`src/rtl/wb_rr_arbiter_2_if.sv`:
```
// Bus bundle for the two-master Wishbone round-robin arbiter.
// The arbiter connects through the slave modport; the environment uses the master modport.
interface wb_rr_arbiter_2_if #(
    parameter int ADDR_WIDTH   = 32,
    parameter int DATA_WIDTH   = 32,
    parameter int SELECT_WIDTH = DATA_WIDTH / 8
);
    logic [ADDR_WIDTH-1:0]   wbm0_adr_i;
    logic [DATA_WIDTH-1:0]   wbm0_dat_i;
    logic                    wbm0_we_i;
    logic [SELECT_WIDTH-1:0] wbm0_sel_i;
    logic                    wbm0_stb_i;
    logic                    wbm0_cyc_i;
    logic [DATA_WIDTH-1:0]   wbm0_dat_o;
    logic                    wbm0_ack_o;
    logic                    wbm0_err_o;
    logic                    wbm0_rty_o;

    logic [ADDR_WIDTH-1:0]   wbm1_adr_i;
    logic [DATA_WIDTH-1:0]   wbm1_dat_i;
    logic                    wbm1_we_i;
    logic [SELECT_WIDTH-1:0] wbm1_sel_i;
    logic                    wbm1_stb_i;
    logic                    wbm1_cyc_i;
    logic [DATA_WIDTH-1:0]   wbm1_dat_o;
    logic                    wbm1_ack_o;
    logic                    wbm1_err_o;
    logic                    wbm1_rty_o;

    logic [ADDR_WIDTH-1:0]   wbs_adr_o;
    logic [DATA_WIDTH-1:0]   wbs_dat_o;
    logic                    wbs_we_o;
    logic [SELECT_WIDTH-1:0] wbs_sel_o;
    logic                    wbs_stb_o;
    logic                    wbs_cyc_o;
    logic [DATA_WIDTH-1:0]   wbs_dat_i;
    logic                    wbs_ack_i;
    logic                    wbs_err_i;
    logic                    wbs_rty_i;

    modport slave (
        input  wbm0_adr_i, wbm0_dat_i, wbm0_we_i, wbm0_sel_i, wbm0_stb_i, wbm0_cyc_i,
        output wbm0_dat_o, wbm0_ack_o, wbm0_err_o, wbm0_rty_o,
        input  wbm1_adr_i, wbm1_dat_i, wbm1_we_i, wbm1_sel_i, wbm1_stb_i, wbm1_cyc_i,
        output wbm1_dat_o, wbm1_ack_o, wbm1_err_o, wbm1_rty_o,
        output wbs_adr_o, wbs_dat_o, wbs_we_o, wbs_sel_o, wbs_stb_o, wbs_cyc_o,
        input  wbs_dat_i, wbs_ack_i, wbs_err_i, wbs_rty_i
    );

    modport master (
        output wbm0_adr_i, wbm0_dat_i, wbm0_we_i, wbm0_sel_i, wbm0_stb_i, wbm0_cyc_i,
        input  wbm0_dat_o, wbm0_ack_o, wbm0_err_o, wbm0_rty_o,
        output wbm1_adr_i, wbm1_dat_i, wbm1_we_i, wbm1_sel_i, wbm1_stb_i, wbm1_cyc_i,
        input  wbm1_dat_o, wbm1_ack_o, wbm1_err_o, wbm1_rty_o,
        input  wbs_adr_o, wbs_dat_o, wbs_we_o, wbs_sel_o, wbs_stb_o, wbs_cyc_o,
        output wbs_dat_i, wbs_ack_i, wbs_err_i, wbs_rty_i
    );
endinterface

```
`src/rtl/wb_rr_arbiter_2.sv`:
```
// Two-master Wishbone round-robin arbiter sharing one slave; grant is held for the whole cycle.
// Define WB_RR_ARBITER_TIMEOUT_EN to add a slave-response watchdog that errors after TIMEOUT cycles.
module wb_rr_arbiter_2 #(
    parameter int ADDR_WIDTH   = 32,
    parameter int DATA_WIDTH   = 32,
    parameter int SELECT_WIDTH = DATA_WIDTH / 8,
    parameter int TIMEOUT      = 255
) (
    input logic             clk,
    input logic             rst,
    wb_rr_arbiter_2_if.slave bus
);
    typedef enum logic [1:0] {IDLE, GRANT0, GRANT1} state_e;

    if (TIMEOUT < 1 || TIMEOUT > 65535) begin : g_timeout_range
        $error("TIMEOUT out of range 1..65535");
    end

    state_e state_q, state_d;
    logic   last_grant_q, last_grant_d;
    logic   timeout_hit;

    always_ff @(posedge clk) begin
        if (rst) begin
            state_q      <= IDLE;
            last_grant_q <= 1'b1;
        end else begin
            state_q      <= state_d;
            last_grant_q <= last_grant_d;
        end
    end

    always_comb begin
        state_d      = state_q;
        last_grant_d = last_grant_q;
        unique case (state_q)
            IDLE: begin
                if (bus.wbm0_cyc_i && bus.wbm1_cyc_i) begin
                    state_d      = last_grant_q ? GRANT0 : GRANT1;
                    last_grant_d = ~last_grant_q;
                end else if (bus.wbm0_cyc_i) begin
                    state_d      = GRANT0;
                    last_grant_d = 1'b0;
                end else if (bus.wbm1_cyc_i) begin
                    state_d      = GRANT1;
                    last_grant_d = 1'b1;
                end
            end
            GRANT0: if (!bus.wbm0_cyc_i) state_d = IDLE;
            GRANT1: if (!bus.wbm1_cyc_i) state_d = IDLE;
            default: state_d = IDLE;
        endcase
    end

    assign bus.wbm0_dat_o = bus.wbs_dat_i;
    assign bus.wbm1_dat_o = bus.wbs_dat_i;

    always_comb begin
        bus.wbs_adr_o  = '0;
        bus.wbs_dat_o  = '0;
        bus.wbs_we_o   = 1'b0;
        bus.wbs_sel_o  = '0;
        bus.wbs_stb_o  = 1'b0;
        bus.wbs_cyc_o  = 1'b0;
        bus.wbm0_ack_o = 1'b0;
        bus.wbm0_err_o = 1'b0;
        bus.wbm0_rty_o = 1'b0;
        bus.wbm1_ack_o = 1'b0;
        bus.wbm1_err_o = 1'b0;
        bus.wbm1_rty_o = 1'b0;
        unique case (state_q)
            GRANT0: begin
                bus.wbs_adr_o  = bus.wbm0_adr_i;
                bus.wbs_dat_o  = bus.wbm0_dat_i;
                bus.wbs_we_o   = bus.wbm0_we_i;
                bus.wbs_sel_o  = bus.wbm0_sel_i;
                bus.wbs_stb_o  = bus.wbm0_stb_i & ~timeout_hit;
                bus.wbs_cyc_o  = bus.wbm0_cyc_i;
                bus.wbm0_ack_o = bus.wbs_ack_i;
                bus.wbm0_err_o = bus.wbs_err_i | timeout_hit;
                bus.wbm0_rty_o = bus.wbs_rty_i;
            end
            GRANT1: begin
                bus.wbs_adr_o  = bus.wbm1_adr_i;
                bus.wbs_dat_o  = bus.wbm1_dat_i;
                bus.wbs_we_o   = bus.wbm1_we_i;
                bus.wbs_sel_o  = bus.wbm1_sel_i;
                bus.wbs_stb_o  = bus.wbm1_stb_i & ~timeout_hit;
                bus.wbs_cyc_o  = bus.wbm1_cyc_i;
                bus.wbm1_ack_o = bus.wbs_ack_i;
                bus.wbm1_err_o = bus.wbs_err_i | timeout_hit;
                bus.wbm1_rty_o = bus.wbs_rty_i;
            end
            default: ;
        endcase
    end

`ifdef WB_RR_ARBITER_TIMEOUT_EN
    logic [15:0] wd_q, wd_d;

    // The forced stb drop on a hit also clears the counter through the stb term.
    assign timeout_hit = (state_q != IDLE) && (wd_q == 16'(TIMEOUT));

    always_comb begin
        wd_d = wd_q + 16'd1;
        if (state_q == IDLE || !bus.wbs_stb_o ||
            bus.wbs_ack_i || bus.wbs_err_i || bus.wbs_rty_i) begin
            wd_d = '0;
        end
    end

    always_ff @(posedge clk) begin
        if (rst) wd_q <= '0;
        else     wd_q <= wd_d;
    end
`else
    assign timeout_hit = 1'b0;
`endif
endmodule
```
`src/flat_wrapper.sv`:
```
// flat-port wrapper written by rule: the top's interface ports become plain ports
module wb_rr_arbiter_2_flat 
#(
    parameter int ADDR_WIDTH   = 32,
    parameter int DATA_WIDTH   = 32,
    parameter int SELECT_WIDTH = DATA_WIDTH / 8,
    parameter int TIMEOUT      = 255
)
  (clk, rst, bus_wbm0_adr_i, bus_wbm0_dat_i, bus_wbm0_we_i, bus_wbm0_sel_i, bus_wbm0_stb_i, bus_wbm0_cyc_i, bus_wbm0_dat_o, bus_wbm0_ack_o, bus_wbm0_err_o, bus_wbm0_rty_o, bus_wbm1_adr_i, bus_wbm1_dat_i, bus_wbm1_we_i, bus_wbm1_sel_i, bus_wbm1_stb_i, bus_wbm1_cyc_i, bus_wbm1_dat_o, bus_wbm1_ack_o, bus_wbm1_err_o, bus_wbm1_rty_o, bus_wbs_adr_o, bus_wbs_dat_o, bus_wbs_we_o, bus_wbs_sel_o, bus_wbs_stb_o, bus_wbs_cyc_o, bus_wbs_dat_i, bus_wbs_ack_i, bus_wbs_err_i, bus_wbs_rty_i);
  wb_rr_arbiter_2_if #(.ADDR_WIDTH(ADDR_WIDTH), .DATA_WIDTH(DATA_WIDTH), .SELECT_WIDTH(SELECT_WIDTH)) bus_i ();
  input logic clk;
  input logic rst;
  input wire logic [$bits(bus_i.wbm0_adr_i)-1:0] bus_wbm0_adr_i;
  input wire logic [$bits(bus_i.wbm0_dat_i)-1:0] bus_wbm0_dat_i;
  input wire logic [$bits(bus_i.wbm0_we_i)-1:0] bus_wbm0_we_i;
  input wire logic [$bits(bus_i.wbm0_sel_i)-1:0] bus_wbm0_sel_i;
  input wire logic [$bits(bus_i.wbm0_stb_i)-1:0] bus_wbm0_stb_i;
  input wire logic [$bits(bus_i.wbm0_cyc_i)-1:0] bus_wbm0_cyc_i;
  output wire logic [$bits(bus_i.wbm0_dat_o)-1:0] bus_wbm0_dat_o;
  output wire logic [$bits(bus_i.wbm0_ack_o)-1:0] bus_wbm0_ack_o;
  output wire logic [$bits(bus_i.wbm0_err_o)-1:0] bus_wbm0_err_o;
  output wire logic [$bits(bus_i.wbm0_rty_o)-1:0] bus_wbm0_rty_o;
  input wire logic [$bits(bus_i.wbm1_adr_i)-1:0] bus_wbm1_adr_i;
  input wire logic [$bits(bus_i.wbm1_dat_i)-1:0] bus_wbm1_dat_i;
  input wire logic [$bits(bus_i.wbm1_we_i)-1:0] bus_wbm1_we_i;
  input wire logic [$bits(bus_i.wbm1_sel_i)-1:0] bus_wbm1_sel_i;
  input wire logic [$bits(bus_i.wbm1_stb_i)-1:0] bus_wbm1_stb_i;
  input wire logic [$bits(bus_i.wbm1_cyc_i)-1:0] bus_wbm1_cyc_i;
  output wire logic [$bits(bus_i.wbm1_dat_o)-1:0] bus_wbm1_dat_o;
  output wire logic [$bits(bus_i.wbm1_ack_o)-1:0] bus_wbm1_ack_o;
  output wire logic [$bits(bus_i.wbm1_err_o)-1:0] bus_wbm1_err_o;
  output wire logic [$bits(bus_i.wbm1_rty_o)-1:0] bus_wbm1_rty_o;
  output wire logic [$bits(bus_i.wbs_adr_o)-1:0] bus_wbs_adr_o;
  output wire logic [$bits(bus_i.wbs_dat_o)-1:0] bus_wbs_dat_o;
  output wire logic [$bits(bus_i.wbs_we_o)-1:0] bus_wbs_we_o;
  output wire logic [$bits(bus_i.wbs_sel_o)-1:0] bus_wbs_sel_o;
  output wire logic [$bits(bus_i.wbs_stb_o)-1:0] bus_wbs_stb_o;
  output wire logic [$bits(bus_i.wbs_cyc_o)-1:0] bus_wbs_cyc_o;
  input wire logic [$bits(bus_i.wbs_dat_i)-1:0] bus_wbs_dat_i;
  input wire logic [$bits(bus_i.wbs_ack_i)-1:0] bus_wbs_ack_i;
  input wire logic [$bits(bus_i.wbs_err_i)-1:0] bus_wbs_err_i;
  input wire logic [$bits(bus_i.wbs_rty_i)-1:0] bus_wbs_rty_i;
  assign bus_i.wbm0_adr_i = bus_wbm0_adr_i;
  assign bus_i.wbm0_dat_i = bus_wbm0_dat_i;
  assign bus_i.wbm0_we_i = bus_wbm0_we_i;
  assign bus_i.wbm0_sel_i = bus_wbm0_sel_i;
  assign bus_i.wbm0_stb_i = bus_wbm0_stb_i;
  assign bus_i.wbm0_cyc_i = bus_wbm0_cyc_i;
  assign bus_wbm0_dat_o = bus_i.wbm0_dat_o;
  assign bus_wbm0_ack_o = bus_i.wbm0_ack_o;
  assign bus_wbm0_err_o = bus_i.wbm0_err_o;
  assign bus_wbm0_rty_o = bus_i.wbm0_rty_o;
  assign bus_i.wbm1_adr_i = bus_wbm1_adr_i;
  assign bus_i.wbm1_dat_i = bus_wbm1_dat_i;
  assign bus_i.wbm1_we_i = bus_wbm1_we_i;
  assign bus_i.wbm1_sel_i = bus_wbm1_sel_i;
  assign bus_i.wbm1_stb_i = bus_wbm1_stb_i;
  assign bus_i.wbm1_cyc_i = bus_wbm1_cyc_i;
  assign bus_wbm1_dat_o = bus_i.wbm1_dat_o;
  assign bus_wbm1_ack_o = bus_i.wbm1_ack_o;
  assign bus_wbm1_err_o = bus_i.wbm1_err_o;
  assign bus_wbm1_rty_o = bus_i.wbm1_rty_o;
  assign bus_wbs_adr_o = bus_i.wbs_adr_o;
  assign bus_wbs_dat_o = bus_i.wbs_dat_o;
  assign bus_wbs_we_o = bus_i.wbs_we_o;
  assign bus_wbs_sel_o = bus_i.wbs_sel_o;
  assign bus_wbs_stb_o = bus_i.wbs_stb_o;
  assign bus_wbs_cyc_o = bus_i.wbs_cyc_o;
  assign bus_i.wbs_dat_i = bus_wbs_dat_i;
  assign bus_i.wbs_ack_i = bus_wbs_ack_i;
  assign bus_i.wbs_err_i = bus_wbs_err_i;
  assign bus_i.wbs_rty_i = bus_wbs_rty_i;
  wb_rr_arbiter_2 #(.ADDR_WIDTH(ADDR_WIDTH), .DATA_WIDTH(DATA_WIDTH), .SELECT_WIDTH(SELECT_WIDTH), .TIMEOUT(TIMEOUT)) u_core (.clk(clk), .rst(rst), .bus(bus_i));
endmodule
```
`config.mk`:
```
export PLATFORM = sky130hd
export DESIGN_NAME = wb_rr_arbiter_2_flat
export DESIGN_NICKNAME = d
export VERILOG_FILES = /design/src/rtl/wb_rr_arbiter_2_if.sv /design/src/rtl/wb_rr_arbiter_2.sv /design/src/flat_wrapper.sv
export SDC_FILE = /design/constraint.sdc
export NUM_CORES = 1
export LEC_CHECK = 0
export ABC_AREA = 0
export BUFFER_PORTS_ARGS = -buffer_cell sky130_fd_sc_hd__clkbuf_2
export CORE_AREA = 10 10 116 118
export CTS_CLUSTER_DIAMETER = 150
export CTS_CLUSTER_SIZE = 8
export DETAILED_ROUTE_END_ITERATION = 16
export DIE_AREA = 0 0 126 128
export GPL_TIMING_DRIVEN = 0
export SLEW_MARGIN = 0
export SYNTH_ARGS = -nofsm -noshare
export SYNTH_HDL_FRONTEND = slang
export SYNTH_SLANG_ARGS = --single-unit
```
`constraint.sdc`:
```
create_clock -name clk -period 2.8 [get_ports clk]
set_input_delay 0.14 -clock clk [delete_from_list [all_inputs] [get_ports clk]]
set_output_delay 0.14 -clock clk [all_outputs]
set_load 0.02 [all_outputs]
```
==> summary.md, run 1 <==
| Metric | Value |
|---|---|
| Max Slew Vio Count | 0 |
| Final setup TNS | 0 ns |
| RSZ-0062 raised after global routing | no |
| Cts repair resizes | 0 |
| Post-CTS setup buffer count | 0 |
| Layout cells sized above 1 | 68.1% |
| Worst Setup SP | u_core.state_q[0] |
| Die ar. | 16100 um2 |
| Mapped Area | 1820 um2 |
| Flip-flop and latch count after synthesis | 3 |
| Total grt overflow | 0 |
| Drt drc | 0 |
| N_diodes | 0 |
| TritonCTS clock tree | built |
| Rows | 39 |
| Commonest cells after routing, fill and taps aside | clkbuf_2 (287), buf_4 (78), a22oi_1 (70), nor2b_1 (70), clkbuf_1 (8) |
| DR iter-0 viols | 149 |
| Max Fclk | 0.496 GHz |
| Post-Synthesis Cells | 254 |
| R2r setup slk | 1.56 ns |
| Area of the multi-input gates | 1130 um2 |
| Final #Nets | 728 |
| Hold WC Path Type | in -> reg |
| R2R cell count | 5 |
| Initial core utilization | 16.2% |
| CTS buffer count | 3 |
| Final ANT Viol Nets | 0 |
| LEAKAGE | 1.93 nW |
| # IOs | 320 |
| CP arrival | 1.88 ns |
| CP Class | reg -> out |
| Routed vias | 2860 |
| Critical path data required time | 2.66 ns |
| Initial antenna violation count | 0 |
| GRT Total Usage | 12.6% |
| Worst Setup End Kind | output port |
| Inst Count DP | 684 |
| Worst IR drop on VDD | 0.000208 V |
| Number of global-route vias before repair | 3019 |
| Core Region | 11200 um2 |
| WL/cell | 16.7 um |
| R2R Path End | u_core.state_q[1] |
| Largest net degree at the start of global routing | 11 |
| Status | completed |
| Clk Latency, worst-skew pair | 0.23 ns |
| CTS Hold Bufs | 0 |
| Ys Warns | 0 |
| Total wire length | 11500 um |
| Fin cells | 688 |
| Final Cycle Share | 72.1% |
| Port Buf Inserts | 287 |
| P per Cell Area | 311 nW/um2 |
| Register Area | 60.1 um2 |
| Die height | 128 um |
| Clock Tree Root | clkbuf_16 |
| Final setup viols | 0 |
| Sequential share of the synthesized area | 3.29% |
| Reg clk slew, reported paths | 0.03 ns |
| H-tree Lvls | 1 |
| Netlist cell types | 20 |
| Tmin final | 2.02 ns |
| Via density | 4.16 |
| Clock sinks | 3 |
| Max Fanout on Critical Path | 10 |
| R2R Path Start | u_core.state_q[1] |
| Layout area overhead | 92.9% |
| Drt pass-1 iters | 4 |
| Bufs on Longest Clock Path | 2 |
| GP Congestion | 0.766 |
| Worst setup endpoint | bus_wbs_adr_o[31] |
| Dpl hpwl | 10300 um |
| Startpoint Class | flop |
| Clk_skew | 0.00111 ns |
| Count of final hold-check violations | 0 |
| Fillers | 1286 |
| Syn_nets | 436 |
| Slew HR | 73.7% |
| Measured slew at the worst slew-check pin | 0.395 ns |
| Commonest non-fill, non-tap cell in the layout | clkbuf_2 |
| Avg Cell Area, Syn | 7.18 um2 |
| Die Wd | 126 um |
| First-pass GRT wire length | 16900 um |
| MaxCap Viol Count | 0 |
[registers in the layout (all words and copies together), names as in the netlist]
| name | cells |
|---|---|
| u_core.state_q | 2 |
| u_core.last_grant_q | 1 |
[cells by family after synthesis]
logic type               after synthesis  share of synthesized area [%]
adder cells (fa/ha/maj)                3                           2.06
AO/OA/AOI/OAI                         77                           31.9
buffers and inverters                 89                           34.5
flip-flops                             3                           3.29
AND/OR/NAND/NOR                       82                           28.2
[synthesized netlist by cell type (all sizes together)]
| library cell | instances | share of area, % |
|---|---|---|
| a21oi | 1 | 0.27 |
| nand3b | 2 | 0.82 |
| and2b | 1 | 0.41 |
| clkbuf | 7 | 1.4 |
| ha | 3 | 2.1 |
| buf | 80 | 33 |
| a21o | 1 | 0.41 |
| a22oi | 71 | 30 |
| a21boi | 1 | 0.41 |
| or2 | 1 | 0.34 |
| inv | 2 | 0.41 |
| o32ai | 2 | 0.96 |
| nor2 | 1 | 0.21 |
| dfxtp | 3 | 3.3 |
| nand2b | 1 | 0.34 |
| nor2b | 70 | 24 |
| and2 | 6 | 2.1 |
| a31oi | 1 | 0.34 |
[power breakdown]
group          leakage, nW  internal [mW]  switching, mW
registers           0.0248         0.0483        0.00256
logic                 1.86          0.376          0.437
clock network       0.0382          0.188         0.0417
[how the worst min path moves through the flow]
stage | cells past startpoint | end | startpoint
2_1_floorplan | 1 | u_core.last_grant_q | rst
3_3_place_gp | 2 | u_core.last_grant_q | rst
3_5_place_dp | 2 | u_core.last_grant_q | rst
4_1_cts | 2 | u_core.last_grant_q | rst
5_1_grt | 2 | u_core.last_grant_q | rst
6_report | 2 | u_core.last_grant_q | rst
[stage by stage]
stage,hold WS [ns],power [mW],area (um2),utilization [%],setup WS [ns]
CTS,0.180,1.11,3520,31.3,0.675
global placement,0.396,0.878,3440,30.6,0.894
finish,0.177,1.09,3520,31.3,0.782
detailed placement,0.410,0.878,3440,30.6,0.916
floorplan,0.240,0.573,1820,-,1.35
global route,0.213,1.18,3520,31.3,0.569
[critical path: stages, from the launching register on]
cell      delay, ns
dfxtp_1        0.32
inv_1          0.07
ha_1           0.53
clkbuf_1       0.35
nor2b_1        0.20
clkbuf_2       0.18
[layer usage]
metal  wire length, um  part of all wire (%)  track usage, %  vias to the layer above
li1                  -                     -               -                     1417
met1              4100                    36            13.1                     1260
met2              5920                    51            23.3                      178
met3              1430                    12            6.16                        5
met4                38                  0.33            1.00                        0
met5                 0                     0               0                        -
[final cells by class]
cell class                      instances  share of cell area, %
Inverter                                2                  0.213
Sequential cell                         3                   1.71
Timing Repair Buffer                  287                   40.8
Buffer                                 87                   17.7
Multi-Input combinational cell        162                   32.2
Clock buffer                            4                   2.24
Tap cell                              143                   5.09
No activity file was read; power rests on OpenSTA's default activity.
==> inputs of run 2 (changes only) <==
- ABC_AREA: 0 -> 1
- CORE_AREA: 10 10 116 118 -> 10 10 115 117
- DIE_AREA: 0 0 126 128 -> 0 0 125 127
- clock period: 2.8 -> 1.9 ns (I/O delays scaled with it)
==> run 2 against run 1 <==
Net effect: first-iteration DRC count fell by 33%; synthesized cell count rose by 34%; die area fell by 1.6%; critical path depth rose by 1; sequential power rose by 50%; combinational power rose by 51%.
==> summary.md, run 2 <==
| Metric | Value |
|---|---|
| Status | completed |
| Max Slew Vio Count | 0 (unchanged) |
| Core Util, Final | 32.2% (+0.85 points) |
| GP Congestion | 0.844 (+10%) |
| Worst IR drop on VDD | 0.000455 V (+120%) |
| Sequential share of the synthesized area | 3.19% (-0.11 points) |
| Commonest non-fill, non-tap cell in the layout | clkbuf_2 |
| Avg Cell Area, Syn | 5.52 um2 (-23%) |
| P per Cell Area | 457 nW/um2 (+47%) |
| Asr flop ratio synth | 0% (unchanged) |
| TritonCTS clock tree | built |
| Final setup TNS | 0 ns (unchanged) |
| # IOs | 320 (unchanged) |
| H-tree Lvls | 1 (unchanged) |
| WL/cell | 14.5 um (-13%) |
| Total wire length | 11300 um (-2.1%) |
| GRT Total Usage | 12.7% (+0.085 points) |
| Measured slew at the worst slew-check pin | 0.258 ns (-0.138 ns) |
| Critical path data required time | 1.80 ns (-0.86 ns) |
| Post-Synthesis Cells | 341 (+34%) |
| Max Fclk | 0.574 GHz |
| Ys flop type | dfxtp_1 |
| Layout area overhead | 90.2% |
| Top-count cell post-synth | nand2_1 |
| Met1 wire length | 4040 um (-1.5%) |
| Initial antenna violation count | 0 (unchanged) |
| Final #Nets | 815 (+12%) |
| Total power after layout | 1.64 mW (+50%) |
| RSZ-0062 raised after global routing | no |
| R2R Path Start | u_core.state_q[0] |
| Area contributors post-synth | nand2_1 (31%), buf_4 (26%), a21oi_1 (15%) |
| LEAKAGE | 2.04 nW (+5.7%) |
| Reg with most FFs | u_core.state_q |
| Largest net degree at the start of global routing | 11 (unchanged) |
| Commonest cells after routing, fill and taps aside | clkbuf_2 (290), nand2_1 (155), buf_4 (64) |
| CTS Hold Bufs | 0 (unchanged) |
| Netlist cell types | 16 (-20%) |
| Clk_skew | 0.00226 ns (+0.00115 ns) |
| CP arrival | 1.65 ns (-0.23 ns) |
| Dpl hpwl | 10200 um (-1.1%) |
| Number of synthesized flops with an enable pin | 0 (unchanged) |
| Worst Setup SP | u_core.state_q[0] |
| Via density | 3.93 (-5.5%) |
| Clock sinks | 3 (unchanged) |
| Inst Count DP | 771 (+13%) |
| Bufs on Longest Clock Path | 2 (unchanged) |
| Core Region | 11100 um2 (-0.87%) |
| Count of final hold-check violations | 0 (unchanged) |
| Total grt overflow | 0 (unchanged) |
| Hold WC Path Type | in -> reg |
| Die ar. | 15900 um2 (-1.6%) |
| Port Buf Inserts | 287 (unchanged) |
| Top-area cell type share of the netlist area | 30.9% (-1.2 points) |
| Reg clk slew, reported paths | 0.03 ns (about the same) |
| Routed wl met2 | 5900 um (-0.20%) |
| Post-route cell area | 3580 um2 (+1.8%) |
| Slew HR | 82.8% (+9.2 points) |
| Fin cells | 775 (+13%) |
| Drt pass-1 iters | 4 (unchanged) |
| MaxCap Viol Count | 0 (unchanged) |
| Ys Warns | 0 (unchanged) |
| Rows | 39 (unchanged) |
| First-pass GRT wire length | 17100 um (+0.90%) |
| Synth area leader | nand2_1 |
| Final Cycle Share | 91.7% |
| Worst Min Path Start | rst |
| Layout cells sized above 1 | 62.5% (-5.6 points) |
| Die Wd | 125 um (-0.79%) |
| CP Class | reg -> out |
| Tmin final | 1.74 ns |
| Drt drc | 0 (unchanged) |
| Mapped Area | 1880 um2 (+3.3%) |
| Worst Setup End Kind | output port |
| CTS buffer count | 3 (unchanged) |
| Initial core utilization | 16.9% (+0.68 points) |
| Wire length on met3 | 1230 um (-14%) |
| N_diodes | 0 (unchanged) |
| Max Fanout on Critical Path | 10 (unchanged) |
| Startpoint Class | flop |
| Flip-flop and latch count after synthesis | 3 (unchanged) |
| Max reg flops | 2 (unchanged) |
| Final ANT Viol Nets | 0 (unchanged) |
| Clock Tree Root | clkbuf_16 |
| DR iter-0 viols | 100 (-33%) |
| Final setup viols | 0 (unchanged) |
| DR top layer | met4 |
| Routed vias | 3045 (+6.5%) |
| Die height | 127 um (-0.78%) |
| Clk Latency, worst-skew pair | 0.22 ns (about the same) |
| Number of global-route vias before repair | 3250 (+7.7%) |
| Top flop regs | u_core.state_q (2), u_core.last_grant_q (1) |
| Placed inst area | 3500 um2 (+1.7%) |
| Most frequent cells after synthesis | nand2_1 (155), buf_4 (64), a21oi_1 (58), a21oi_2 (16), buf_6 (15) |
| Syn_nets | 523 (+20%) |
==> run 2: worst paths after layout <==
kind                             to  slack (ns)  cells past startpoint
setup / recovery   bus_wbs_adr_o[9]        0.16                      6
hold / removal    u_core.state_q[0]        0.06                      2
setup reg to reg  u_core.state_q[1]        0.75                      7
hold reg to reg   u_core.state_q[0]        0.48                      2
==> run 2: final cells by class <==
type	instances	area (um2)
timing repair buffer	287	1440
buffer	87	699
clock buffer	4	78.8
tap	143	179
fill	1280	7540
sequential	3	60.1
inverter	13	48.8
multi-input combinational	238	1080
==> run 2: what timing repair did <==
item	in CTS	in global routing
resized for setup	1	4
setup endpoints to repair	3	20
pin swaps	0	0
cloned	0	0
endpoints found under the hold margin	0	0
buffers inserted	0	0
==> run 2: layer usage <==
| layer | GRT usage [%] | vias to the layer above |
|---|---|---|
| li1 | - | 1588 |
| met1 | 13.1 | 1289 |
| met2 | 24.2 | 160 |
| met3 | 5.17 | 8 |
| met4 | 1.29 | 0 |
| met5 | 0 | - |
==> run 2: critical path, cell delays in order (launching register included) <==
cell and delay, ns:
dfxtp_1 0.35, inv_1 0.07, ha_1 0.29, inv_2 0.08, buf_2 0.20, a21oi_1 0.22
clkbuf_2 0.22
==> run 2: power by group <==
group | internal [mW] | leakage [nW] | switching [mW]
combinational | 0.490 | 1.97 | 0.736
sequential | 0.0719 | 0.0248 | 0.00471
clock | 0.277 | 0.0382 | 0.0560
==> run 2: per-stage QoR <==
stage / hold WS, ns / setup slack [ns]
finish: 0.0641 / 0.158
CTS: 0.0664 / 0.0181
global route: 0.0752 / 0.000239
global placement: 0.295 / 0.197
detailed placement: 0.296 / 0.204
floorplan: 0.164 / 0.539
==> run 2: logic make-up after synthesis <==
group | Yosys count | synth area share, %
simple gates | 160 | 32.2
buf+inv | 100 | 39.5
compound gates | 75 | 23.1
fa+ha+maj | 3 | 1.99
flops | 3 | 3.19
